## src/rtl/demux.sv

```systemverilog
// Receive end of the 2:1 time-multiplexed nibble link.
// Splits the interleaved word stream (lane 1, lane 0, lane 1, ...) back into
// two parallel lanes, pulsing valid_out once per completed pair. A sync marker
// on a word forces it to be treated as lane 1; a marker arriving while a lane 0
// word is expected sets the sticky sync_err flag.
module demux #(
  parameter int WIDTH = 4,
  parameter int CNT_W = 8
) (
  input  logic             clk,
  input  logic             reset,
  input  logic             valid_in,
  input  logic             sync_in,
  input  logic [WIDTH-1:0] data_in,
  input  logic             err_clr,
  output logic [WIDTH-1:0] data_0,
  output logic [WIDTH-1:0] data_1,
  output logic             valid_out,
  output logic             sync_err,
  output logic [CNT_W-1:0] pair_count
);

  // Lane phase: which lane the next accepted word belongs to.
  localparam logic [0:0] EXP1 = 1'b0;
  localparam logic [0:0] EXP0 = 1'b1;

  logic [0:0]       state_q, state_d;
  logic [WIDTH-1:0] hold_q,  hold_d;
  logic [WIDTH-1:0] data_0_q, data_0_d;
  logic [WIDTH-1:0] data_1_q, data_1_d;
  logic             valid_q, valid_d;
  logic             err_q,   err_d;
  logic [CNT_W-1:0] cnt_q,   cnt_d;

  // Next-state logic: phase tracking, pair assembly, error and counter update.
  always_comb begin
    // NOTE: every signal gets a default first so no path leaves it unassigned
    // and no latch is inferred.
    state_d  = state_q;
    hold_d   = hold_q;
    data_0_d = data_0_q;
    data_1_d = data_1_q;
    valid_d  = 1'b0;
    err_d    = err_q;
    cnt_d    = cnt_q;

    // Clear first so a misalignment on the same edge overrides it.
    if (err_clr) begin
      err_d = 1'b0;
    end

    if (valid_in) begin
      if (state_q == EXP1) begin
        // Lane 1 word: park it until its lane 0 partner arrives.
        hold_d  = data_in;
        state_d = EXP0;
      end else if (sync_in) begin
        // Marker where lane 0 was expected: drop the parked word and
        // restart the pair with this one as lane 1.
        hold_d = data_in;
        err_d  = 1'b1;
      end else begin
        // Lane 0 word completes the pair.
        data_1_d = hold_q;
        data_0_d = data_in;
        valid_d  = 1'b1;
        if (cnt_q != '1) begin
          cnt_d = cnt_q + 1'b1;
        end
        state_d = EXP1;
      end
    end
  end

  // State and output registers, cleared asynchronously by reset.
  always_ff @(posedge clk or posedge reset) begin
    // NOTE: sequential state uses non-blocking assignments so all registers
    // update together from the values present before the edge.
    if (reset) begin
      state_q  <= EXP1;
      hold_q   <= '0;
      data_0_q <= '0;
      data_1_q <= '0;
      valid_q  <= 1'b0;
      err_q    <= 1'b0;
      cnt_q    <= '0;
    end else begin
      state_q  <= state_d;
      hold_q   <= hold_d;
      data_0_q <= data_0_d;
      data_1_q <= data_1_d;
      valid_q  <= valid_d;
      err_q    <= err_d;
      cnt_q    <= cnt_d;
    end
  end

  assign data_0     = data_0_q;
  assign data_1     = data_1_q;
  assign valid_out  = valid_q;
  assign sync_err   = err_q;
  assign pair_count = cnt_q;

endmodule

```

## config.mk

```make
export PLATFORM = sky130hd
export DESIGN_NAME = demux
export DESIGN_NICKNAME = d
export VERILOG_FILES = /design/src/rtl/demux.sv
export SDC_FILE = /design/constraint.sdc
export NUM_CORES = 1
export LEC_CHECK = 0
export ABC_AREA = 1
export CORE_MARGIN = 5
export CORE_UTILIZATION = 42
export CTS_CLUSTER_DIAMETER = 120
export DETAILED_ROUTE_END_ITERATION = 6
export PLACE_DENSITY_LB_ADDON = 0.1
export SLEW_MARGIN = 20
export SYNTH_ARGS = -nofsm -noshare
export SYNTH_HDL_FRONTEND = slang
export SYNTH_SLANG_ARGS = --single-unit
```

## constraint.sdc

```tcl
create_clock -name clk -period 1.3 [get_ports clk]
set_input_delay 0.26 -clock clk [delete_from_list [all_inputs] [get_ports clk]]
set_output_delay 0.26 -clock clk [all_outputs]
set_load 0.05 [all_outputs]
```

==> results.toml, run 1 <==
[status]
status = "finished, final reports clean"

[sta]
timing.fmax_mhz = 798.0
slew_headroom_pct = 80.37
final.hold.worst_slack_ps = 270.9
setup_total_negative_slack_ps = 0
post-route-period-util_pct = 96.40
grt_setup_unrepaired = "yes"
timing.final.setup_violations = 0
skew_ps = 2.707
finalHoldViolCount = 0
setup_ws_ps = 46.84
worst_slew_pin_slew_ps = 294.4
slew_violations = 0
min_period_ps = 1253

[die]
dieArea_um2 = 3628
fp.dieW_um = 60.23
initial_utilization_pct = 43.17
num_io_pins = 27
die_h_um = 60.23
floorplan.core_area_um2 = 2455
std_cell_rows = 18

[global_route]
grt_util_all_layers_pct = 14.33
number_of_antenna_violations_at_the_first_check_in_global_routing = 0
number_of_global_route_vias_before_repair = 871
grt_max_degree = 24
first_pass_grt_wire_length_um = 3870
globalRoute.totalOverflow = 0

[power_and_ir_drop]
switching_power_mw = 1.045
seq_power_share_pct = 41.3
power-per-cell-area_nw_per_um2 = 1599
totalPowerFinal_mw = 2.610
peakVddDrop_uv = 1301
netSwitchingFraction_pct = 40.05
static-leakage-power_nw = 0.7686
comb_power_share_pct = 46.2
clock_power_share_pct = 12.4
power.internal_mw = 1.564

[logic_synthesis]
ys_seq_area_share_pct = 54.31
yosys-mux-area-fraction_pct = 0
synthXorXnorAreaFrac_pct = 2.479
synthDominantAreaCellType = "dfrtp_1"
synth_seq_cells = 23
post_synth_inst_count = 121
synth_area_per_cell_um2 = 8.758
synth_top_cells_by_area = "dfrtp_1 (54%), nand2_1 (17%), o21ai_0 (4.3%), inv_1 (3.9%), xnor2_1 (2.5%)"
synthDistinctLibCells = 20
synthesis.nets = 131
synth_fa_ha_area_share_pct = 1.181
synth_compound_gate_area_share_pct = 5.077
synthDominantCellAreaShare_pct = 54.31
synth_simple_gate_area_share_pct = 29.52
synth_top_family_by_area = "simple AND/OR/NAND/NOR gates"
yosysWarningCount = 0
syn-cell-area_um2 = 1060

[detailed_routing]
antenna_left = 0
first_iter_violations = 16
count_of_unresolved_drc_violations_after_routing = 0
postRouteWirelength_um = 2123
post_drt_via_cell_ratio = 4.703
vias = 870
drt-wirelength-per-cell_um = 11.48
detail_route.first_pass.iterations = 4

[flow_run]
cap_viol_max_count = 0

[placement]
worst_slack_after_detailed_placement_ps = -97.29
count_of_buffers_inserted_at_the_top_level_ports = 26
routabilityCongestion = 0.6881
hpwl_um = 1680

[layout]
antenna_cells = 0
flow.area_growth_from_synthesis_pct = 53.95
final_layout_size_suffix_gt1_share_pct = 31.61
final_core_utilization_pct = 66.46
nNetsFinal = 166

[setup_path]
worst-endpoint-required_ps = 1550
delay_of_the_slowest_critical_path_stage_ps = 490
worstPathBufferInverterCount = 2
timing.setup.critical_path_class = "reg2reg"
cp_common_cell = "nand2_1"
crit_family = "flip-flops"
critPathSlowestCell = "dfrtp_2"
path_max_fanout = 8
worst-endpoint-arrival_ps = 1500
end_kind = "register"
worstPathCellList = "ha_4 > nand3_4 > inv_2 > nand2_4 > nand2_8 > inv_8 > nand2_1 > nand2_1"
startpoint_type = "register"

[clocking]
cts_root_buffer = "clkbuf_4"
cts_tree = "yes"
worst_skew_pair.late_latency_ps = 300
cts-buffers-inserted = 3
cts.reportedPaths.clkPinSlew_ps = 120
cts_htree_levels = 1
longest_clk_path_bufs = 2
cts_hold_repair.buffers = 0
cts.sinks = 23

[worst_hold_path]
worstHoldPathType = "in2async"
[cell usage after synthesis]
library cell / number
buf_2: 1
buf_6: 1
clkinv_4: 1
dfrtp_1: 23
ha_1: 1
inv_1: 11
inv_2: 1
inv_6: 1
nand2_1: 49
nand2_2: 1
nand2_4: 1
nand2_8: 1
nand3_1: 5
nand3_2: 2
nand4_1: 2
nor2_1: 6
nor2_4: 1
o21ai_0: 9
o21ai_2: 1
xnor2_1: 3
[power groups by stage]
stage	clock network (mW)	logic, mW	registers (mW)
after detailed placement	0	1.21	1.09
after global placement	0	1.19	1.09
after global routing	0.378	1.29	1.11
after floorplan	0	0.253	1.41
after CTS	0.352	1.21	1.08
final	0.325	1.21	1.08
[cell type report]
| type | count | area (µm²) |
|---|---|---|
| Timing Repair Buffer | 32 | 485.5 |
| Multi-Input combinational cell | 82 | 430.4 |
| Clock buffer | 3 | 22.52 |
| Tap cell | 30 | 37.54 |
| Fill cell | 197 | 823.3 |
| Sequential cell | 23 | 585.6 |
| Inverter | 14 | 65.06 |
| Clock inverter | 1 | 5.005 |
[per-stage QoR]
step,instances,area [µm²]
after global routing,185,1632
after global placement,180,1589
after detailed placement,180,1589
final,185,1632
after floorplan,121,1090
after CTS,184,1617
[flip-flops by register name, indices dropped and copies added, names as in the netlist]
signal      cells
valid_out       1
data_0          4
hold_q          4
data_1          4
pair_count      8
state_q         1
sync_err        1
[kinds of logic (layout without fill, tap and decap cells)]
| family | count (synthesis) | count (layout) |
|---|---|---|
| AND/OR/NAND/NOR | 68 | 68 |
| XOR/XNOR | 3 | 3 |
| AO/OA/AOI/OAI | 10 | 10 |
| flip-flops | 23 | 23 |
| adder cells (fa/ha/maj) | 1 | 1 |
| buffers and inverters | 16 | 50 |
[worst reg2reg max path, stage by stage (launching register included)]
cell and delay (ps):
dfrtp_2 490, ha_4 200, nand3_4 90, inv_2 50
nand2_4 100, nand2_8 90, inv_8 70, nand2_1 50
nand2_1 60
[layer usage]
metal	up-vias	global-route usage, %	share of wire [%]
met3	2	1.944	3.5
li1	441	-	-
met5	-	0	0
met1	412	18.03	44
met4	0	6.646	0.71
met2	15	24.07	52
[repair_timing]
| action | 4_1_cts | 5_1_grt |
|---|---|---|
| endpoints found under the hold margin | 0 | 0 |
| setup endpoints to repair | 0 | 3 |
| resized for setup | 0 | 3 |
| buffers inserted | 0 | 1 |
[cells in the final DEF (no fill, tap or decap), drive strengths merged]
| cell | netlist | routed |
|---|---|---|
| buf | 2 | 24 |
| clkbuf | 0 | 3 |
| clkdlybuf4s50 | 0 | 8 |
| clkinv | 1 | 2 |
| dfrtp | 23 | 23 |
| ha | 1 | 1 |
| inv | 13 | 13 |
| nand2 | 52 | 52 |
| nand3 | 7 | 7 |
| nand4 | 2 | 2 |
| nor2 | 7 | 7 |
| o21ai | 10 | 10 |
| xnor2 | 3 | 3 |
[worst paths after layout]
| check | from | end | slack (ps) | cells after the start |
|---|---|---|---|---|
| max in group asynchronous | reset | pair_count[4] | 780 | 3 |
| min reg2reg | hold_q[3] | data_1[3] | 490 | 2 |
| max | pair_count[0] | pair_count[4] | 50 | 8 |
| min | reset | sync_err | 270 | 3 |
| min in group clk | hold_q[3] | data_1[3] | 490 | 2 |
| max reg2reg | pair_count[0] | pair_count[4] | 50 | 8 |
(Power assumes the default switching activity.)
==> run 2, diff against run 1 <==
Settings changed: CORE_UTILIZATION 42 to 45, DONT_BUFFER_PORTS set to 1.
==> run 2 against run 1 <==
  * Wire length is 8.3% lower
  * Sequential power is 11% higher
  * Critical path depth is 7 lower
  * Setup slack better by 13 ps
  * Die area is 5.6% lower
  * First-iteration DRC count is 6.3% higher
  * Register-to-register slack better by 50 ps
  * Critical path type is now reg2out
  * Largest cell class unchanged
==> results.toml, run 2 (same netlist as run 1, synthesis figures left out) <==
[power_and_ir_drop]
static-leakage-power_nw = 0.6164
peakVddDrop_uv = 1218
power-per-cell-area_nw_per_um2 = 1759

[detailed_routing]
count_of_unresolved_drc_violations_after_routing = 0
first_iter_violations = 17
antenna_left = 0
drt-wirelength-per-cell_um = 11.87
vias = 794
detail_route.first_pass.iterations = 4
post_drt_via_cell_ratio = 4.841
postRouteWirelength_um = 1946

[sta]
post-route-period-util_pct = 95.38
finalHoldViolCount = 0
timing.final.setup_violations = 0
setup_total_negative_slack_ps = 0
slew_headroom_pct = 67.44
slew_violations = 0
min_period_ps = 1240
skew_ps = 1.133
worst_slew_pin_slew_ps = 488.4
final.hold.worst_slack_ps = 31.07
timing.fmax_mhz = 806.5
grt_setup_unrepaired = "no"

[setup_path]
worstPathCellList = "buf_4"
worst-endpoint-required_ps = 1040
delay_of_the_slowest_critical_path_stage_ps = 470
end_kind = "output port"
timing.setup.critical_path_class = "reg2out"
critPathSlowestCell = "dfrtp_2"
worst-endpoint-arrival_ps = 980
path_max_fanout = 5
worstPathBufferInverterCount = 1
startpoint_type = "register"
crit_family = "flip-flops"

[global_route]
grt_util_all_layers_pct = 13.04
number_of_antenna_violations_at_the_first_check_in_global_routing = 0
globalRoute.totalOverflow = 0
grt_max_degree = 24
number_of_global_route_vias_before_repair = 776
first_pass_grt_wire_length_um = 3387

[placement]
count_of_buffers_inserted_at_the_top_level_ports = 0
routabilityCongestion = 0.8220
hpwl_um = 1454

[clocking]
cts.sinks = 23
post_cts_resized = 0
cts.reportedPaths.clkPinSlew_ps = 120
cts_htree_levels = 1
cts_root_buffer = "clkbuf_4"
longest_clk_path_bufs = 2
cts-buffers-inserted = 3
worst_skew_pair.late_latency_ps = 310
cts_tree = "yes"

[die]
num_io_pins = 27
std_cell_rows = 17
dieArea_um2 = 3426
fp.dieW_um = 58.53
floorplan.core_area_um2 = 2233
die_h_um = 58.53
initial_utilization_pct = 47.45

[layout]
nNetsFinal = 147
number_of_flip_flops_in_the_largest_register = 8
final_layout_size_suffix_gt1_share_pct = 25.74
flow.area_growth_from_synthesis_pct = 16.65
layout.cells.most_common_list = "nand2_1 (49), dfrtp_1 (15), buf_4 (12)"
final_core_utilization_pct = 55.35
layout_commonest_cell = "nand2_1"
antenna_cells = 0

[worst_hold_path]
worstHoldPathType = "in2reg"

[status]
status = "finished, final reports clean"

[flow_run]
cap_viol_max_count = 0
## run 2: what timing repair did
action,4_1_cts,5_1_grt
endpoints found under the setup margin,0,1
hold buffers,1,0
endpoints found under the hold margin,23,0
setup buffers,0,2
## run 2: final cells by class
cell class | count | area, µm²
timing repair buffer | 13 | 100.1
fill | 224 | 997.2
clock inverter | 1 | 5.005
tap | 28 | 35.03
clock buffer | 3 | 22.52
inverter | 14 | 62.56
sequential | 23 | 585.6
multi-input combinational | 82 | 425.4
## run 2: worst paths after layout
path                               start       endpoint  slack [ps]  cells past startpoint
setup / recovery           pair_count[1]  pair_count[1]          60                      1
setup reg to reg           pair_count[1]  pair_count[0]         100                      8
hold / removal                   err_clr       sync_err          30                      1
max in group asynchronous          reset  pair_count[4]         640                      3
hold reg to reg                hold_q[2]      data_1[2]         490                      2
min in group asynchronous          reset      data_1[3]         410                      3
## run 2: per-layer routing
metal / GRT usage (%) / share of wire [%] / vias to the layer above
li1: - / - / 407
met5: 0 / 0 / -
met3: 2.632 / 5.9 / 4
met2: 20.57 / 47 / 16
met4: 6.954 / 1.7 / 0
met1: 16.74 / 45 / 367
## run 2: through the flow
stage                     power, mW  instance area [µm²]  worst slack, ps  std cells
after floorplan               1.660                 1090           -23.74        121
after global placement        1.840                 1184            140.3        157
after detailed placement      1.838                 1184            117.4        157
after CTS                     2.174                 1221            25.82        162
after global routing          2.320                 1236            13.41        164
final                         2.174                 1236            60.09        164
## run 2: power breakdown
part	internal (mW)	switching, mW	leakage (nW)
logic	0.237	0.410	0.317
clock network	0.115	0.212	0.0177
registers	0.856	0.344	0.281
total	1.21	0.966	0.616
